==> config.mk <==
export PLATFORM = sky130hd
export DESIGN_NAME = inst_assembler
export DESIGN_NICKNAME = d
export VERILOG_FILES = /design/src/rtl/inst_assembler.sv
export SDC_FILE = /design/constraint.sdc
export NUM_CORES = 1
export LEC_CHECK = 0
export CAP_MARGIN = 20
export CORE_UTILIZATION = 39
export DETAILED_ROUTE_END_ITERATION = 8
export PLACE_DENSITY = 0.87
export SYNTH_ARGS = -nofsm -noshare
export SYNTH_HDL_FRONTEND = slang
export SYNTH_SLANG_ARGS = --single-unit
==> constraint.sdc <==
create_clock -name clk -period 1.24 [get_ports clk]
set_input_delay 0.186 -clock clk [delete_from_list [all_inputs] [get_ports clk]]
set_output_delay 0.186 -clock clk [all_outputs]
set_load 0.05 [all_outputs]
==> src/rtl/inst_assembler.sv <==
// inst_assembler: assembles RV32I field bundles into instruction words and writes them sequentially into instruction memory
// Ports: clk, rstn (synchronous, active-low); start/start_base_sel/start_base/stop control a load session;
//   in_valid/in_ready handshake carries cls/funct3/f7b5/rd/rs1/rs2/imm; im_we/im_addr/im_wdata form the memory write port;
//   count = words written this session, busy = session open, done = close pulse, err = immediate range-check pulse.
// Optional: define IMM_CHECK_EN to range-check immediates at handshake (err is tied 0 otherwise).
module inst_assembler #(
  parameter int ADDR_W = 8,
  parameter logic [ADDR_W-1:0] BASE_DEF = '0
) (
  input  logic              clk,
  input  logic              rstn,
  input  logic              start,
  input  logic              start_base_sel,
  input  logic [ADDR_W-1:0] start_base,
  input  logic              stop,
  input  logic              in_valid,
  output logic              in_ready,
  input  logic [2:0]        cls,
  input  logic [2:0]        funct3,
  input  logic              f7b5,
  input  logic [4:0]        rd,
  input  logic [4:0]        rs1,
  input  logic [4:0]        rs2,
  input  logic [31:0]       imm,
  output logic              im_we,
  output logic [ADDR_W-1:0] im_addr,
  output logic [31:0]       im_wdata,
  output logic [ADDR_W:0]   count,
  output logic              busy,
  output logic              done,
  output logic              err
);
  typedef enum logic [1:0] {IDLE, ARMED, WRITE, FULL} state_t;
  state_t state;
  logic [31:0] word;
  logic shift, last, bad;
  assign shift = funct3[1:0] == 2'b01;
  assign last = &im_addr;
  always_comb begin
    word = '0;
    case (cls)
      3'd0: word = {1'b0, f7b5, 5'b0, rs2, rs1, funct3, rd, 7'b0110011};
      3'd1: word = shift ? {1'b0, f7b5, 5'b0, imm[4:0], rs1, funct3, rd, 7'b0010011}
                         : {imm[11:0], rs1, funct3, rd, 7'b0010011};
      3'd2: word = {imm[11:5], rs2, rs1, funct3, imm[4:0], 7'b0100011};
      3'd3: word = {imm[12], imm[10:5], rs2, rs1, funct3, imm[4:1], imm[11], 7'b1100011};
      3'd4: word = {imm[11:0], rs1, funct3, rd, 7'b0000011};
      3'd5: word = {imm[31:12], rd, 7'b0010111};
      3'd6: word = {imm[31:12], rd, 7'b0110111};
      default: word = {imm[20], imm[10:1], imm[11], imm[19:12], rd, 7'b1101111};
    endcase
  end
`ifdef IMM_CHECK_EN
  always_comb begin
    bad = 1'b0;
    case (cls)
      3'd1: bad = shift ? |imm[31:5] : imm[31:11] != {21{imm[11]}};
      3'd2, 3'd4: bad = imm[31:11] != {21{imm[11]}};
      3'd3: bad = imm[31:12] != {20{imm[12]}} || imm[0];
      3'd5, 3'd6: bad = |imm[11:0];
      3'd7: bad = imm[31:20] != {12{imm[20]}} || imm[0];
      default: bad = 1'b0;
    endcase
  end
`else
  assign bad = 1'b0;
`endif
  always_ff @(posedge clk) begin
    if (!rstn) begin
      state <= IDLE;
      in_ready <= 1'b0;
      busy <= 1'b0;
      done <= 1'b0;
      err <= 1'b0;
      im_we <= 1'b0;
      im_addr <= '0;
      im_wdata <= '0;
      count <= '0;
    end else begin
      done <= 1'b0;
      err <= 1'b0;
      im_we <= 1'b0;
      case (state)
        IDLE: if (start) begin
          state <= ARMED;
          in_ready <= 1'b1;
          busy <= 1'b1;
          im_addr <= start_base_sel ? start_base : BASE_DEF;
          count <= '0;
        end
        ARMED: if (stop) begin
          state <= IDLE;
          in_ready <= 1'b0;
          busy <= 1'b0;
          done <= 1'b1;
        end else if (in_valid) begin
          if (bad) err <= 1'b1;
          else begin
            state <= WRITE;
            in_ready <= 1'b0;
            im_we <= 1'b1;
            im_wdata <= word;
          end
        end
        // a stop seen while the word is out still lets this write finish
        WRITE: begin
          count <= count + 1'b1;
          im_addr <= last ? im_addr : im_addr + 1'b1;
          state <= stop ? IDLE : last ? FULL : ARMED;
          in_ready <= !stop && !last;
          busy <= !stop;
          done <= stop;
        end
        FULL: if (stop) begin
          state <= IDLE;
          busy <= 1'b0;
          done <= 1'b1;
        end
      endcase
    end
  end
endmodule
==> summary.txt <==
Logic synthesis
  – Post-synth EDFFs: 0
  – Cells after Synth: 352
  – Area leader, netlist: dfxtp_1
  – FF+latch count, synth: 54
  – Post-Syn Area: 0.00285 sq mm
  – Post-synth cell types: 55
  – Most used flip-flop cell after synthesis: dfxtp_1
  – Post-synth top area share: 38.0%
  – Warnings, synthesis: 0
  – Syn nets: 422
  – Post-synthesis average cell area: 8.09 sq um
  – Seq/Total Area, Yosys: 38.0%
  – Largest cells by area after synthesis: dfxtp_1, a21oi_1, mux2i_1
  – Synth async-reset ratio: 0%

Floorplanning
  – I/O pin cnt: 122
  – Rows: 30
  – Die H: 87.5 um
  – Die area: 0.00765 sq mm
  – Die width: 87.5 um
  – Core box area: 0.00691 sq mm
  – Initial Utilization: 41.2%

Critical path
  – CP endpoint: im_addr[1]$_SDFFE_PN0P_
  – R2R setup slack: -0.25 ns
  – Worst-path fanout max: 11
  – CP Capture Type: flop
  – Crit Reg-Reg Endpoint: im_addr[1]$_SDFFE_PN0P_
  – Reg2reg path depth: 7
  – Setup crit start: state[1]$_SDFFE_PN0P_
  – Cell mode on critical path: buf_6
  – CP top delay family: buffers and inverters
  – CP Cell Sequence: buf_6 -> nand2b_4 -> buf_12 -> buf_8 -> buf_6 -> nand3_2 -> a311oi_1
  – CP bufs+invs: 4
  – Reg2Reg Launch Point: state[1]$_SDFFE_PN0P_
  – Crit-path slowest cell: dfxtp_4
  – WP data required: 1.44 ns
  – WP depth: 7
  – CP arrival: 1.69 ns
  – CP Class: flop to flop
  – Critical path launch point type: flop
  – Worst path max stage delay: 0.39 ns

Routing
  – DR DRC count: 0
  – Antenna viol nets, final: 0
  – Initial DRT Pass Iterations: 7
  – Drt total wl: 13300 um
  – Vias: 3848
  – DR vias/cell: 6.13
  – First DRT Iteration DRCs: 295
  – Wire per inst: 21.2 um

STA
  – Final hold vios: 0
  – Final setup viols: 49
  – Period utilization: 120%
  – Relative slew slack: 65.5%
  – Worst-margin pin slew: 0.516 ns
  – Tmin final: 1.49 ns
  – Max Slew Vio Count: 0
  – Max Clock Skew: 0.0120 ns
  – Setup ws final: -0.245 ns
  – Fmax: 673 MHz
  – RSZ-0062 raised after global routing: yes

Final layout
  – Synth-to-Final Area Change: 110%
  – Fraction of layout cells with a size suffix above 1: 45.7%
  – Utilization after layout: 86.6%
  – ANT cells: 0
  – Finished Layout Cells: 628
  – Layout net count: 601

Job
  – Max-cap violation count: 0

CTS
  – CTS clock-pin slew for the worst setup and hold paths: 0.10 ns
  – CTS tree: done
  – Htree depth: 2
  – CTS Buffer Depth: 2
  – Hold-fix buffer count after cts: 0
  – Sinks on Clock Net: 54
  – CTS root buffer: clkbuf_8
  – Clock latency on the worst-skew pair: 0.31 ns
  – Total CTS buffers: 5

Placement
  – PortBufs: 120
  – Post-Place Setup Slack: -0.518 ns
  – Placed Cells: 596
  – Placer Congestion: 0.997
  – HPWL after detailed placement: 7480 um

Power
  – Switching power: 1.38 mW
  – Seq pwr share: 42.6%
  – Clock Power Share: 23.8%
  – Pleak: 2.31 nW
  – Sw Share: 31.8%
  – Peak VDD IR: 530 uV
  – PwrDens: 728 mW/mm^2
  – P_int: 2.97 mW
  – Logic pwr share: 33.6%

GRT
  – Via count of the first global-routing pass: 3587
  – GRT Util Overall: 28.9%
  – Gr ovfl total: 0
  – First-pass GRT wire length: 17300 um
  – Antenna violations before repair: 0
  – Largest net degree at the start of global routing: 22

Outcome
  – Status: complete, but fails checks
  – Failing checks: negative setup slack

Min path
  – Hold WC Path Type: input pin to flop
[final cells by class]
type                            count  area [sq um]
Fill cell                         331           923
Clock buffer                        7          86.3
Sequential cell                    54          1140
Inverter                            5          18.8
Multi-Input combinational cell    264          2040
Timing Repair Buffer              201          2580
Clock inverter                      1          5.00
Tap cell                           96           120
[logic make-up after synthesis]
logic type | synth area share, %
multiplexers | 6.85
AO/OA/AOI/OAI | 25.7
XOR/XNOR | 0.923
buffers and inverters | 6.24
flip-flops | 38.0
adder cells (fa/ha/maj) | 1.23
AND/OR/NAND/NOR | 21.0
other | 0.132
[worst min-delay path by stage]
stage	cells after the start	end	slack, ns	start
4_1_cts	3	state[1]$_SDFFE_PN0P_	0.34	stop
6_report	3	state[1]$_SDFFE_PN0P_	0.42	stop
3_3_place_gp	2	im_wdata[6]$_SDFFE_PN0P_	0.49	im_wdata[6]$_SDFFE_PN0P_
3_5_place_dp	2	im_wdata[31]$_SDFFE_PN0P_	0.49	im_wdata[31]$_SDFFE_PN0P_
5_1_grt	3	state[1]$_SDFFE_PN0P_	0.41	stop
2_1_floorplan	1	state[1]$_SDFFE_PN0P_	0.26	stop
[synth_stat cells, drive strengths merged, types with 5 or more instances]
library cell and instances:
nor3 10, nor2 32, inv 5, dfxtp 54, nand3 13, buf 21, clkbuf 9, a21oi 37
mux2i 15, nand2 31, o21ai 34, nand4 7, a31oi 5, nand2b 11, a211oi 14
[worst reg2reg max path, delay by kind of cell (launching register included)]
kind                   cells  cell delay [ns]
buffers and inverters      4             0.54
flip-flops                 1             0.39
AO/OA/AOI/OAI              1             0.29
AND/OR/NAND/NOR            2             0.17
[per-stage QoR]
stage | instance area, sq um | setup TNS, ns | total power [mW] | hold WS (ns)
after global placement | 5110 | -17.01 | 3.07 | 0.485
after detailed placement | 5110 | -20.32 | 3.10 | 0.487
after global routing | 5980 | -7.16 | 4.50 | 0.408
final | 5980 | -5.66 | 4.36 | 0.420
after floorplan | 2940 | -1.10 | 2.42 | 0.264
after CTS | 5530 | -2.47 | 4.18 | 0.338
[metal layers]
metal  routed length [um]  global-route usage (%)
met1                 4420                    31.8
met2                 7050                    55.5
met3                 1040                    3.98
met4                  820                    11.2
met5                    0                       0
[timing repair]
item / 4_1_cts / 5_1_grt
pin swaps: 16 / 31
resized for setup: 53 / 73
setup buffers: 7 / 12
endpoints found under the setup margin: 51 / 51
gates cloned: 3 / 3
[sequential cells by signal, summed over array words and instances (netlist names)]
| signal | flops |
|---|---|
| in_ready | 1 |
| im_addr | 8 |
| im_wdata | 31 |
| busy | 1 |
| im_we | 1 |
| state | 2 |
| count | 9 |
| done | 1 |
[power by group through the flow]
| stage | clock (mW) | combinational (mW) | sequential, mW |
|---|---|---|---|
| after floorplan | 0 | 0.357 | 2.06 |
| after global placement | 0 | 1.19 | 1.88 |
| after detailed placement | 0 | 1.22 | 1.88 |
| after CTS | 1.03 | 1.30 | 1.84 |
| after global routing | 1.12 | 1.51 | 1.86 |
| final | 1.03 | 1.46 | 1.86 |
[placed cells by master (no fill, tap or decap), types with 7 or more instances in the layout]
master	Yosys	final
a211oi_2	0	13
a21oi_1	37	30
a21oi_2	0	7
buf_12	0	60
buf_4	5	56
buf_6	1	11
clkdlybuf4s50_1	0	62
dfxtp_1	54	37
dfxtp_4	0	14
mux2i_1	15	15
nand2_1	31	30
nand2b_1	11	8
nand3_1	12	9
nor2_1	32	18
nor2_2	0	10
o21ai_0	17	10
o21ai_2	1	15
No activity file was read; power rests on OpenSTA's default activity.
